### config.mk
export PLATFORM = sky130hd
export DESIGN_NAME = cdf_write_arbiter_flat
export DESIGN_NICKNAME = d
export VERILOG_FILES = /design/src/rtl/cdf_write_arbiter_if.sv /design/src/rtl/cdf_write_arbiter.sv /design/src/flat_wrapper.sv
export SDC_FILE = /design/constraint.sdc
export NUM_CORES = 1
export LEC_CHECK = 0
export ABC_AREA = 1
export CAP_MARGIN = 20
export CORE_AREA = 2 2 286 288
export CTS_BUF_LIST = sky130_fd_sc_hd__clkbuf_2 sky130_fd_sc_hd__clkbuf_4 sky130_fd_sc_hd__clkbuf_8
export DETAILED_ROUTE_END_ITERATION = 10
export DIE_AREA = 0 0 288 290
export PLACE_DENSITY = 0.43
export SETUP_SLACK_MARGIN = 0.3
export SYNTH_ARGS = -nofsm -noshare
export SYNTH_HDL_FRONTEND = slang
export SYNTH_SLANG_ARGS = --single-unit
### constraint.sdc
create_clock -name clock -period 5.7 [get_ports clock]
set_input_delay 1.14 -clock clock [delete_from_list [all_inputs] [get_ports clock]]
set_output_delay 1.14 -clock clock [all_outputs]
set_load 0.1 [all_outputs]
### src/rtl/cdf_write_arbiter_if.sv
// Write-port bundle between the pipeline stages and the shared memory write
// port. The master side is the stage/memory environment and the slave side is
// the arbiter.
interface cdf_write_arbiter_if #(
  parameter int NUM_REQ = 4,
  parameter int ADDR_W  = 16,
  parameter int DATA_W  = 128
);
  localparam int OWN_W = (NUM_REQ > 1) ? $clog2(NUM_REQ) : 1;

  logic [NUM_REQ-1:0]        req_valid;
  logic [NUM_REQ-1:0]        req_lock;
  logic [NUM_REQ*ADDR_W-1:0] req_addr;
  logic [NUM_REQ*DATA_W-1:0] req_data;
  logic [NUM_REQ-1:0]        req_ready;
  logic                      mem_stall;
  logic                      mem_we;
  logic [ADDR_W-1:0]         mem_addr;
  logic [DATA_W-1:0]         mem_wdata;
  logic [OWN_W-1:0]          owner;
  logic                      locked;

  modport master (
    output req_valid, req_lock, req_addr, req_data, mem_stall,
    input  req_ready, mem_we, mem_addr, mem_wdata, owner, locked
  );

  modport slave (
    input  req_valid, req_lock, req_addr, req_data, mem_stall,
    output req_ready, mem_we, mem_addr, mem_wdata, owner, locked
  );
endinterface

### src/rtl/cdf_write_arbiter.sv
// Round-robin arbiter for the single pixel/CDF memory write port. Supports
// locked bursts of up to LOCK_MAX transfers and a registered write stage that
// holds under mem_stall. One write per cycle when the memory is not stalling.
module cdf_write_arbiter #(
  parameter int NUM_REQ  = 4,
  parameter int ADDR_W   = 16,
  parameter int DATA_W   = 128,
  parameter int LOCK_MAX = 16
) (
  input  logic                 clock,
  input  logic                 reset_n,
  cdf_write_arbiter_if.slave   wr_if
);
  localparam int OWN_W = (NUM_REQ > 1) ? $clog2(NUM_REQ) : 1;
  localparam int CNT_W = $clog2(LOCK_MAX + 1);

  typedef enum logic {
    ST_ARB    = 1'b0,
    ST_LOCKED = 1'b1
  } state_t;

  state_t             state_q, state_d;
  logic [OWN_W-1:0]   ptr_q, ptr_d;
  logic [OWN_W-1:0]   owner_q, owner_d;
  logic [CNT_W-1:0]   cnt_q, cnt_d;
  logic               we_q, we_d;
  logic [ADDR_W-1:0]  addr_q, addr_d;
  logic [DATA_W-1:0]  data_q, data_d;

  logic               adv;
  logic               found;
  logic [OWN_W-1:0]   winner;
  logic               xfer;
  logic [NUM_REQ-1:0] ready;

  // The output register may take a new write unless it holds one under stall.
  assign adv = !wr_if.mem_stall || !we_q;

  // Pick the candidate: the lock owner in LOCKED, else first valid from ptr.
  always_comb begin
    int idx;
    // NOTE: every combinational output gets a default first so no path can
    // leave it unassigned and infer a latch.
    idx    = 0;
    found  = 1'b0;
    winner = '0;
    if (state_q == ST_LOCKED) begin
      found  = wr_if.req_valid[owner_q];
      winner = owner_q;
    end else begin
      for (int k = 0; k < NUM_REQ; k++) begin
        idx = (int'(ptr_q) + k) % NUM_REQ;
        if (!found && wr_if.req_valid[idx]) begin
          found  = 1'b1;
          winner = OWN_W'(idx);
        end
      end
    end
  end

  // Grant is one-hot on the candidate, suppressed under stall or reset.
  always_comb begin
    xfer  = adv && found && reset_n;
    ready = '0;
    if (xfer) ready[winner] = 1'b1;
  end

  // Next-state logic for the FSM, pointer, burst count and write stage.
  always_comb begin
    state_d = state_q;
    ptr_d   = ptr_q;
    owner_d = owner_q;
    cnt_d   = cnt_q;
    we_d    = we_q;
    addr_d  = addr_q;
    data_d  = data_q;
    if (adv) begin
      we_d   = xfer;
      addr_d = '0;
      data_d = '0;
      if (xfer) begin
        addr_d  = wr_if.req_addr[int'(winner)*ADDR_W +: ADDR_W];
        data_d  = wr_if.req_data[int'(winner)*DATA_W +: DATA_W];
        owner_d = winner;
        ptr_d   = (int'(winner) == NUM_REQ - 1) ? '0 : winner + 1'b1;
      end
      case (state_q)
        ST_ARB: begin
          if (xfer && wr_if.req_lock[winner] && LOCK_MAX > 1) begin
            state_d = ST_LOCKED;
            cnt_d   = CNT_W'(1);
          end
        end
        ST_LOCKED: begin
          if (xfer) begin
            if (!wr_if.req_lock[winner] || cnt_q == CNT_W'(LOCK_MAX - 1)) begin
              state_d = ST_ARB;
              cnt_d   = '0;
            end else begin
              cnt_d = cnt_q + 1'b1;
            end
          end else if (!wr_if.req_lock[owner_q]) begin
            // Owner is neither writing nor asking to keep the port.
            state_d = ST_ARB;
            cnt_d   = '0;
          end
        end
        default: begin
          state_d = ST_ARB;
          cnt_d   = '0;
        end
      endcase
    end
  end

  // State and write-stage registers, all cleared by the async reset.
  always_ff @(posedge clock or negedge reset_n) begin
    if (!reset_n) begin
      state_q <= ST_ARB;
      ptr_q   <= '0;
      owner_q <= '0;
      cnt_q   <= '0;
      we_q    <= 1'b0;
      addr_q  <= '0;
      // NOTE: the wide data register is reset too, because idle must present
      // zero data on the memory port, not whatever was last written.
      data_q  <= '0;
    end else begin
      // NOTE: non-blocking assignments so every register samples pre-edge values.
      state_q <= state_d;
      ptr_q   <= ptr_d;
      owner_q <= owner_d;
      cnt_q   <= cnt_d;
      we_q    <= we_d;
      addr_q  <= addr_d;
      data_q  <= data_d;
    end
  end

  assign wr_if.req_ready = ready;
  assign wr_if.mem_we    = we_q;
  assign wr_if.mem_addr  = addr_q;
  assign wr_if.mem_wdata = data_q;
  assign wr_if.owner     = owner_q;
  assign wr_if.locked    = (state_q == ST_LOCKED);
endmodule
### src/flat_wrapper.sv
// flat-port wrapper written by rule: the top's interface ports become plain ports
module cdf_write_arbiter_flat 
#(
  parameter int NUM_REQ  = 4,
  parameter int ADDR_W   = 16,
  parameter int DATA_W   = 128,
  parameter int LOCK_MAX = 16
)
  (clock, reset_n, wr_if_req_valid, wr_if_req_lock, wr_if_req_addr, wr_if_req_data, wr_if_mem_stall, wr_if_req_ready, wr_if_mem_we, wr_if_mem_addr, wr_if_mem_wdata, wr_if_owner, wr_if_locked);
  cdf_write_arbiter_if #(.NUM_REQ(NUM_REQ), .ADDR_W(ADDR_W), .DATA_W(DATA_W)) wr_if_i ();
  input  logic clock;
  input  logic reset_n;
  input wire logic [$bits(wr_if_i.req_valid)-1:0] wr_if_req_valid;
  input wire logic [$bits(wr_if_i.req_lock)-1:0] wr_if_req_lock;
  input wire logic [$bits(wr_if_i.req_addr)-1:0] wr_if_req_addr;
  input wire logic [$bits(wr_if_i.req_data)-1:0] wr_if_req_data;
  input wire logic [$bits(wr_if_i.mem_stall)-1:0] wr_if_mem_stall;
  output wire logic [$bits(wr_if_i.req_ready)-1:0] wr_if_req_ready;
  output wire logic [$bits(wr_if_i.mem_we)-1:0] wr_if_mem_we;
  output wire logic [$bits(wr_if_i.mem_addr)-1:0] wr_if_mem_addr;
  output wire logic [$bits(wr_if_i.mem_wdata)-1:0] wr_if_mem_wdata;
  output wire logic [$bits(wr_if_i.owner)-1:0] wr_if_owner;
  output wire logic [$bits(wr_if_i.locked)-1:0] wr_if_locked;
  assign wr_if_i.req_valid = wr_if_req_valid;
  assign wr_if_i.req_lock = wr_if_req_lock;
  assign wr_if_i.req_addr = wr_if_req_addr;
  assign wr_if_i.req_data = wr_if_req_data;
  assign wr_if_i.mem_stall = wr_if_mem_stall;
  assign wr_if_req_ready = wr_if_i.req_ready;
  assign wr_if_mem_we = wr_if_i.mem_we;
  assign wr_if_mem_addr = wr_if_i.mem_addr;
  assign wr_if_mem_wdata = wr_if_i.mem_wdata;
  assign wr_if_owner = wr_if_i.owner;
  assign wr_if_locked = wr_if_i.locked;
  cdf_write_arbiter #(.NUM_REQ(NUM_REQ), .ADDR_W(ADDR_W), .DATA_W(DATA_W), .LOCK_MAX(LOCK_MAX)) u_core (.clock(clock), .reset_n(reset_n), .wr_if(wr_if_i));
endmodule
==> results of run 1 <==
-- flip-flops by register name, summed over array words and instances (netlist names) --
register and cells:
u_core.wr_if.mem_addr 16, u_core.wr_if.mem_we 1, u_core.ptr_q 2, u_core.wr_if.mem_wdata 128, u_core.cnt_q 5, u_core.wr_if.locked 1, u_core.wr_if.owner 2
-- cell families after synthesis --
kind of cell	after synthesis
compound gates	12
xor+xnor	2
fa+ha+maj	6
buf+inv	179
flops	155
simple gates	1415
-- power groups by stage --
stage	Combinational, mW	Clock (mW)	Sequential (mW)
floorplan	5.30	0	4.34
global placement	11.0	0	1.85
detailed placement	11.1	0	1.85
CTS	11.1	0.992	1.84
global route	11.9	1.03	1.88
finish	11.0	0.918	1.83
-- worst paths after layout --
kind	slack, ns	endpoint	from
max	1.18	wr_if_req_ready[3]	wr_if_req_valid[3]
min	0.52	u_core.wr_if.mem_wdata[75]$_DFFE_PN0P_	reset_n
max reg2reg	2.43	u_core.wr_if.mem_wdata[115]$_DFFE_PN0P_	u_core.ptr_q[0]$_DFFE_PN0P_
min reg2reg	0.52	u_core.wr_if.mem_wdata[41]$_DFFE_PN0P_	u_core.wr_if.mem_wdata[41]$_DFFE_PN0P_
max in group asynchronous	3.56	u_core.wr_if.mem_wdata[31]$_DFFE_PN0P_	reset_n
min in group clock	0.52	u_core.wr_if.mem_wdata[41]$_DFFE_PN0P_	u_core.wr_if.mem_wdata[41]$_DFFE_PN0P_
-- metrics by stage --
step                      utilization  power (mW)  worst slack [ns]  instances  cell area [um^2]
after floorplan                     -       9.635            0.8070       1769             11010
after global placement         0.2405       12.88             1.171       3442             19270
after detailed placement       0.2407       12.94             1.167       3443             19290
after CTS                      0.2455       13.95             1.160       3473             19680
after global routing           0.2457       14.85            0.9667       3479             19690
final                          0.2458       13.72             1.180       3482             19700
-- cell type report --
cell class	count	area share
sequential	155	0.1971
clock buffer	18	0.01226
inverter	32	0.006986
multi-input combinational	1435	0.3198
clock inverter	12	0.007177
antenna	9	0.001143
timing repair buffer	761	0.3882
tap	1060	0.06732
-- Yosys cell counts (4+ instances only) --
master,instances,share of area
a21oi_1,4,0.0018
ha_1,6,0.0068
nand2_1,790,0.27
buf_2,93,0.042
dfrtp_1,155,0.35
nand3_1,602,0.27
buf_1,5,0.0017
clkbuf_1,35,0.012
buf_4,12,0.0082
inv_1,26,0.0089
inv_2,5,0.0017
o21ai_0,6,0.0027
nor2_1,11,0.0038
-- per-layer routing --
layer,up-vias,GRT usage,share of wire
met2,636,0.2987,0.49
li1,7069,-,-
met1,7002,0.1992,0.40
met3,81,0.05495,0.087
met4,12,0.04916,0.022
met5,-,0,0.00092
==> impl_results.md, run 1 <==
- Clock skew: 0.01977 ns
- Yosys warns: 0
- Post-CTS Setup Bufs: 0
- Post-Syn Nets: roughly 2.4k
- Cells after synthesis: 1769
- FP Rows: around 100
- Crit Path Category: input port to primary output
- Slew @ Worst Pin: 1.284 ns
- Critical path fanouts, max: 42
- Clock sink total: ~160
- DR iter-0 viols: between 700 and 800
- Final GP Congestion: approximately 0.85
- Int Power: roughly 4.8 mW
- Status: completed
- Vias: 14.80k
- Final Slew Violations: 0
- Final setup fails: 0
- Total leakage power: 8.783 nW
- Starting Density: 0.1373
- Setup TNS: 0 ns
- Grt ovf: 0
- Mux share of post-synthesis cell area: 0
- Fin Hold WS: 0.5192 ns
- Worst IR Drop VDD: around 0.75 mV
- EDFF count, synth: 0
- Die Wd: 288 um
- Worst-path clk slew: 0.10 ns
- Syn Area/Cell: 6.223 um^2
- # hold bufs at CTS: 0
- Wire per inst: around 21 um
- Largest family of logic cells by synthesized area: simple AND/OR/NAND/NOR gates
- Initial antenna violation count: 31
- Crit path DAT: roughly 3.4 ns
- PortBufs: 738
- Vias in the first global route: between 15k and 20k
- Aggregate routed wire length: around 74000 um
- Most frequent cells in the layout: nand2_1 (789), clkdlybuf4s50_1 (724), nand3_1 (602), dfrtp_1 (154)
- Delay-heaviest family, CP: simple AND/OR/NAND/NOR gates
- Synth Area in Compound Gates: 0.006023
- Synth Area in Adders: 0.006819
- Routed vias/inst: 4.250
- Layout cell share with drive strength beyond 1: 0.03523
- Dpl hpwl: 56670 um
- Root buffer selected by CTS: clkbuf_8
- Pin count of the biggest net entering global routing: 187
- Final period util: 0.7930
- Area Overhead vs Synth: 78.94%
- # IOs: 739
- Flop pwr share: 0.134
- Worst stage delay on the critical path: 0.52 ns
- Critical Path, Cell by Cell: clkdlybuf4s50_1 -> inv_1 -> nand2_1 -> nand3_1 -> nand2_1 -> inv_2 -> nand3_1 -> nor2_2 -> nor2_4 -> nand2_8 -> inv_8 -> ha_1 -> inv_1 -> nor2_1 -> buf_12
- Drc violations: 0
- Worst-skew pair later-pin latency: approximately 0.54 ns
- Deepest clock path buffer count: 2
- Post_cts resized: 0
- Levels on crit path: 15
- Crit end category: primary output
- Unique cell type count in the Yosys netlist: 27
- Crit-path slowest cell: clkdlybuf4s50_1
- First-pass GRT wire length: 104900 um
- Fillers: around 9k
- Switching share of power: 0.6517
- Synth Area in XOR/XNOR: 0.001591
- Die Y-Extent: 290 um
- Comb pwr share: 0.800
- Drt pass-1 iters: 5
- Post-DRT Antenna Nets: 0
- Critical path buffer and inverter count: 6
- DIE AREA: 83520 um^2
- Rel. slew slack: 0.1440
- H-tree Lvls: 4
- Post-Synth Simple-Gate Area: 0.5557
- Power density over the cells: 696.5 nW/um^2
- Highest clock rate: 221.2 MHz
- Post-layout nets: 2995
- Clock share of power: 0.067
- Max Cap Violations: 0
- Register Area: 3882 um^2
- Hold WC Path Type: input port to asynchronous set/reset pin
- Cts bufs inserted: 17
- Total GRT Usage: 0.1715
- CTS tree: yes
- Commonest non-fill, non-tap cell in the layout: nand2_1
- Post-synth top flop: dfrtp_1
- Yosys reg bits: 155
- Endpoints failing hold: 0
- Core Box Area: 80160 um^2
- FFs w/ async S/R, synth: 1.000
- Startpoint types: input port
- R2R depth: 15
- RSZ-0062 raised after global routing: false
- Switching power: 8.942 mW
- Minimum clock period: ~4.5 ns
- CP Data Required Time: 4.56 ns
- Sequential cell area fraction in the yosys report: 0.3523
- Multi-input combinational cell area: roughly 6300 um^2
- Mapped Area: 11010 um^2
Power figures use the tool's default switching activity.
==> run 2: changes to the inputs <==
Settings changed: CORE_AREA 2 2 286 288 to 2 2 284 286, DIE_AREA 0 0 288 290 to 0 0 286 288, PLACE_DENSITY 0.43 to 0.45.
Clock period 5.7 ns to 3.7 ns, I/O delays scaled along.
==> impl_results.md, run 2 (synthesis gave the netlist of run 1 again) <==
- Final GP Congestion: 0.8277 (-2.5%)
- DIE AREA: 82370 um^2 (-1.4%)
- Layout cell share with drive strength beyond 1: 0.06953 (+0.03430)
- Setup TNS: 0 ns (unchanged)
- Die Y-Extent: 288 um (-0.69%)
- Grt ovf: 0 (unchanged)
- Routed vias/inst: 4.155 (-2.2%)
- Vias in the first global route: 14.61k (-2.9%)
- Final Slew Violations: 0 (unchanged)
- Hold WC Path Type: input port to flop
- Clock sink total: 155 (unchanged)
- Max Cap Violations: 0 (unchanged)
- Crit Path Category: input port to primary output
- Total GRT Usage: 0.1704 (-0.001077)
- Worst IR Drop VDD: 1.239 mV (+66%)
- Cts bufs inserted: 17 (unchanged)
- Commonest non-fill, non-tap cell in the layout: nand2_1
- Pre-CTS setup slack: 0.2025 ns (-0.9644 ns)
- Aggregate routed wire length: 72800 um (-1.7%)
- Final setup fails: 0 (unchanged)
- DR iter-0 viols: 753 (+1.1%)
- Die Wd: 286 um (-0.69%)
- Final period util: 0.8893
- FP Rows: 104 (unchanged)
- Max reg flops: 128 (unchanged)
- Crit-path slowest cell: clkdlybuf4s50_1
- Critical path fanouts, max: 5 (-88%)
- Drt pass-1 iters: 5 (unchanged)
- Rel. slew slack: 0.2821 (+0.1381)
- Power density over the cells: 1080 nW/um^2 (+55%)
- RSZ-0062 raised after global routing: true
- First-pass GRT wire length: 102800 um (-2.0%)
- Startpoint types: input port
- Worst-skew pair later-pin latency: 0.56 ns (+0.02 ns)
- Deepest clock path buffer count: 2 (unchanged)
- Most frequent cells in the layout: nand2_1 (778), clkdlybuf4s50_1 (698), nand3_1 (596), dfrtp_1 (151), buf_4 (72)
- Area Overhead vs Synth: 82.85%
- Vias: 14.63k (-1.2%)
- H-tree Lvls: 4 (unchanged)
- PortBufs: 738 (unchanged)
- Critical Path, Cell by Cell: clkdlybuf4s50_1 -> inv_2 -> nand2_2 -> nand3_2 -> nand2_4 -> inv_2 -> nand3_2 -> nor2_2 -> nor2_4 -> nand2_8 -> inv_8 -> ha_2 -> inv_2 -> nor2_4 -> buf_12
- CTS tree: yes
- Most used cell, CP: inv_2
- CP Data Required Time: 2.96 ns (-1.60 ns)
- Slew @ Worst Pin: 1.073 ns (-0.2106 ns)
- Post-layout nets: 3027 (+1.1%)
- Root buffer selected by CTS: clkbuf_8
- Worst stage delay on the critical path: 0.49 ns (-0.03 ns)
- Wire per inst: 20.68 um (-2.7%)
- Crit path DAT: 2.55 ns (-0.83 ns)
- Clock skew: 0.02418 ns (+0.004408 ns)
- Worst-path clk slew: 0.09 ns (about the same)
- Total leakage power: 9.055 nW (+3.1%)
- Dpl hpwl: 55470 um (-2.1%)
- Endpoints failing hold: 0 (unchanged)
- Crit end category: primary output
- Post-DRT Antenna Nets: 0 (unchanged)
- Pin count of the biggest net entering global routing: 167 (-11%)
- Minimum clock period: 3.290 ns
- Setup slack after layout: 0.4097 ns (-0.7701 ns)
- Core Box Area: 79640 um^2 (-0.65%)
- Highest clock rate: 303.9 MHz
- # IOs: 739 (unchanged)
- Total power: 21.73 mW (+58%)
- Starting Density: 0.1382 (+0.0008977)
- Status: completed
- Initial antenna violation count: 31 (unchanged)
- Drc violations: 0 (unchanged)
[run 2: cell count changes in the layout (fill, tap and decap cells not counted), moves of 6 or more]
cell,delta
buf_4,+46
nand3_1,-6
clkdlybuf4s50_1,-26
nand2_2,+9
diode_2,+6
nand2_1,-11
buf_12,+6
[run 2: per-layer routing]
layer / wire [um] / global-route usage / vias up
met2: 34830 / 0.2810 / 543
met1: 30440 / 0.2054 / 6858
met3: 6239 / 0.06418 / 68
met5: 113 / 0 / -
li1: - / - / 7138
met4: 1178 / 0.05065 / 18
[run 2: what timing repair did]
item | CTS | global route
resized for setup | 8 | 29
endpoints found under the setup margin | 4 | 4
setup buffers | 3 | 14
pin swaps | 3 | 6
hold buffers | 1 | 0
endpoints found under the hold margin | 4 | 0
gates cloned | 0 | 1
[run 2: cell type report]
type	count	area, um^2
multi-input combinational	1435	6424
timing repair buffer	792	7905
sequential	155	3886
timing repair inverter	1	5.005
fill	8999	59510
clock buffer	18	241.5
antenna	15	37.54
inverter	32	140.1
clock inverter	12	165.2
tap	1060	1326
[run 2: worst paths after layout]
path                                                               from                                       to  slack, ns  depth (start not counted)
worst max-delay path                                 wr_if_req_valid[1]                       wr_if_req_ready[3]       0.41                         15
worst min-delay path                                    wr_if_mem_stall          u_core.wr_if.mem_we$_DFFE_PN0P_       0.51                          3
worst max register to register              u_core.ptr_q[0]$_DFFE_PN0P_  u_core.wr_if.mem_wdata[105]$_DFFE_PN0P_       0.93                         18
worst min register to register  u_core.wr_if.mem_wdata[114]$_DFFE_PN0P_  u_core.wr_if.mem_wdata[114]$_DFFE_PN0P_       0.52                          2
max in group asynchronous                                       reset_n   u_core.wr_if.mem_wdata[29]$_DFFE_PN0P_       1.37                          4
min in group asynchronous                                       reset_n   u_core.wr_if.mem_wdata[53]$_DFFE_PN0P_       0.65                          2
[run 2: critical path, delay by kind of cell]
| family | cells | cell delay, ns |
|---|---|---|
| fa+ha+maj | 1 | 0.17 |
| buf+inv | 6 | 0.89 |
| simple gates | 8 | 0.73 |
[run 2: report_power, final]
| part | switching (mW) | internal (mW) | total, mW | leakage (nW) |
|---|---|---|---|---|
| registers | 0.409 | 2.34 | 2.75 | 2.02 |
| logic | 12.7 | 4.81 | 17.5 | 6.84 |
| clock network | 0.834 | 0.675 | 1.51 | 0.196 |
| total | 13.9 | 7.82 | 21.7 | 9.06 |
[run 2: through the flow]
| stage | cell area (um^2) | util | instances | hold WS (ns) |
|---|---|---|---|---|
| 2_1_floorplan | 11040 | - | 1769 | 0.4444 |
| 3_3_place_gp | 19440 | 0.2441 | 3456 | 0.4939 |
| 3_5_place_dp | 19440 | 0.2441 | 3456 | 0.4936 |
| 4_1_cts | 19910 | 0.2500 | 3490 | 0.4575 |
| 5_1_grt | 20120 | 0.2526 | 3514 | 0.4667 |
| 6_report | 20130 | 0.2528 | 3520 | 0.5056 |
==> run 3: changes to the inputs <==
Settings changed: CELL_PAD_IN_SITES_DETAIL_PLACEMENT set to 0, CELL_PAD_IN_SITES_GLOBAL_PLACEMENT set to 1, CORE_AREA 2 2 284 286 to 2 2 285 287, DIE_AREA 0 0 286 288 to 0 0 287 289, PLACE_DENSITY 0.45 to 0.6, SLEW_MARGIN set to 40.
==> impl_results.md, run 3 (synthesis gave the netlist of run 1 again) <==
- Wire per inst: 21.07 um (+1.9%)
- Met3 usage: 0.04866 (-0.01552)
- CP Data Required Time: 2.96 ns (about the same)
- RSZ-0062 raised after global routing: true
- Crit Path Category: flop to primary output
- Fin Hold WS: 0.2925 ns (-0.2132 ns)
- # IOs: 739 (unchanged)
- PortBufs: 738 (unchanged)
- Core Box Area: 79900 um^2 (+0.33%)
- Clock share of power: 0.070 (about the same)
- Clock skew: 0.02381 ns (-0.0003674 ns)
- Worst stage delay on the critical path: 0.47 ns (-0.02 ns)
- DIE AREA: 82940 um^2 (+0.70%)
- Drc violations: 0 (unchanged)
- Most used cell, CP: nor2_4
- Endpoints failing hold: 0 (unchanged)
- Worst IR Drop VDD: 1.421 mV (+15%)
- Vias in the first global route: 14.51k (-0.68%)
- Register Area: 3886 um^2 (unchanged)
- Die Wd: 287 um (+0.35%)
- Final Non-Filler Cells: 3509 (-0.31%)
- Crit path DAT: 2.55 ns (about the same)
- Multi-input combinational cell area: 6449 um^2 (+0.39%)
- Final setup fails: 0 (unchanged)
- Layout cell share with drive strength beyond 1: 0.1177 (+0.04814)
- Critical Path, Cell by Cell: clkinv_4 -> buf_6 -> nand2_4 -> nand3_2 -> nand2_2 -> inv_2 -> nand3_2 -> nor2_4 -> nor2_4 -> nand2_8 -> clkinv_8 -> ha_2 -> inv_2 -> nor2_4 -> buf_12
- Power density over the cells: 1096 nW/um^2 (+1.5%)
- Dpl hpwl: 56320 um (+1.5%)
- Starting Density: 0.1378 (-0.0004503)
- Minimum clock period: 3.293 ns (+0.002382 ns)
- Slew @ Worst Pin: 0.8348 ns (-0.2387 ns)
- Deepest clock path buffer count: 2 (unchanged)
- Setup TNS: 0 ns (unchanged)
- Hold WC Path Type: input port to asynchronous set/reset pin
- Total GRT Usage: 0.1711 (+0.0007140)
- Max Cap Violations: 0 (unchanged)
- FF-to-FF setup slack: 0.82 ns (-0.11 ns)
- Post-DRT Antenna Nets: 0 (unchanged)
- Area Overhead vs Synth: 78.50%
- Final Core Density: 0.2460 (-0.006821)
- Fillers: 9036 (+0.41%)
- Highest clock rate: 303.7 MHz (about the same)
- Cts bufs inserted: 17 (unchanged)
- Max reg flops: 128 (unchanged)
- Aggregate routed wire length: 73930 um (+1.6%)
- Comb pwr share: 0.802 (-0.002)
- Int Power: 7.508 mW (-4.0%)
- Rel. slew slack: 0.4435 (+0.1614)
- Switching share of power: 0.6515 (+0.01141)
- H-tree Lvls: 4 (unchanged)
- Most frequent cells in the layout: nand2_1 (775), nand3_1 (595), clkdlybuf4s50_1 (580), dfrtp_1 (151), buf_2 (118)
- Final period util: 0.8899 (about the same)
- # hold bufs at CTS: 0 (-1)
- Crit-path slowest cell: dfrtp_2
- Post-Place Cells: 3455 (-0.029%)
- Grt met1 use: 0.2119 (+0.006506)
- Initial antenna violation count: 28 (-9.7%)
- First-pass GRT wire length: 103400 um (+0.58%)
- Root buffer selected by CTS: clkbuf_8
- Pin count of the biggest net entering global routing: 136 (-19%)
- Worst-path clk slew: 0.10 ns (about the same)
- Routed vias/inst: 4.146 (-0.21%)
- Drt pass-1 iters: 5 (unchanged)
- Flop pwr share: 0.128 (+0.002)
- DR iter-0 viols: 813 (+8.0%)
- Die Y-Extent: 289 um (+0.35%)
- Crit end category: primary output
- Final Slew Violations: 0 (unchanged)
- Worst-skew pair later-pin latency: 0.55 ns (about the same)
- Vias: 14.55k (-0.52%)
- Grt met2 use: 0.2857 (+0.004730)
- Critical path fanouts, max: 7 (+2)
- Status: completed
- Total leakage power: 9.221 nW (+1.8%)
- Post-layout nets: 3020 (-0.23%)
- Switching power: 14.03 mW (+0.89%)
- Startpoint types: flop
- FP Rows: 104 (unchanged)
- Clock sink total: 155 (unchanged)
- Final GP Congestion: 0.8225 (-0.63%)
- Grt ovf: 0 (unchanged)
- Global route hottest layer: met2
- Commonest non-fill, non-tap cell in the layout: nand2_1
- CTS tree: yes
[run 3: cell count changes in the layout (fill, tap and decap cells not counted), sizes merged]
cell,before,now
buf,89,201
dlygate4sd3,1,0
diode,15,10
dlygate4sd2,0,2
dlymetal6s2s,3,2
clkinv,5,3
clkinvlp,3,4
clkdlybuf4s50,698,580
clkbuf,19,20
[run 3: area by class of cell]
| class | count | area share |
|---|---|---|
| diodes | 10 | 0.001273 |
| clock inverters | 12 | 0.008341 |
| inverters | 32 | 0.007386 |
| repair buffers | 786 | 0.3769 |
| multi-input cells | 1435 | 0.3282 |
| flip-flops and latches | 155 | 0.1978 |
| well taps | 1060 | 0.06749 |
| clock buffers | 19 | 0.01267 |
[run 3: critical path, delay by kind of cell, from the launching register on]
| kind | cells | cell delay [ns] |
|---|---|---|
| flip-flops | 1 | 0.47 |
| buffers and inverters | 6 | 0.60 |
| AND/OR/NAND/NOR | 8 | 0.77 |
| adder cells (fa/ha/maj) | 1 | 0.17 |
[run 3: path summary, 6_finish.rpt]
| path | endpoint | depth (start not counted) | startpoint |
|---|---|---|---|
| setup reg to reg | u_core.wr_if.mem_wdata[48]$_DFFE_PN0P_ | 18 | u_core.ptr_q[0]$_DFFE_PN0P_ |
| min in group clock | u_core.wr_if.mem_wdata[112]$_DFFE_PN0P_ | 2 | u_core.wr_if.mem_wdata[112]$_DFFE_PN0P_ |
| hold reg to reg | u_core.wr_if.mem_wdata[112]$_DFFE_PN0P_ | 2 | u_core.wr_if.mem_wdata[112]$_DFFE_PN0P_ |
| setup / recovery | wr_if_req_ready[3] | 15 | u_core.ptr_q[0]$_DFFE_PN0P_ |
| max in group asynchronous | u_core.ptr_q[1]$_DFFE_PN0P_ | 4 | reset_n |
| hold / removal | u_core.wr_if.mem_wdata[73]$_DFFE_PN0P_ | 2 | reset_n |
[run 3: layer usage]
layer	vias up	wire, um
met5	-	31
met4	6	1557
met3	71	5545
met2	564	35450
met1	6793	31340
li1	7115	-
[run 3: metrics by stage]
step / instance area, um^2 / power [mW] / worst slack (ns)
after global routing: 19650 / 23.31 / 0.2206
after global placement: 19530 / 20.41 / 0.1351
after detailed placement: 18960 / 19.99 / 0.1755
after CTS: 19410 / 21.68 / 0.3030
final: 19650 / 21.54 / 0.4074
after floorplan: 11040 / 14.89 / 0.3104
[run 3: timing repair]
| item | 4_1_cts | 5_1_grt |
|---|---|---|
| pin swaps | 3 | 16 |
| endpoints found under the setup margin | 4 | 4 |
| resized for setup | 8 | 45 |
| endpoints found under the hold margin | 0 | 0 |
| buffers inserted | 3 | 9 |
[run 3: power by group through the flow]
stage	Clock, mW	Sequential, mW	Combinational, mW
3_3_place_gp	0	2.80	17.6
2_1_floorplan	0	6.68	8.21
6_report	1.51	2.76	17.3
3_5_place_dp	0	2.78	17.2
4_1_cts	1.60	2.76	17.3
5_1_grt	1.65	2.85	18.8
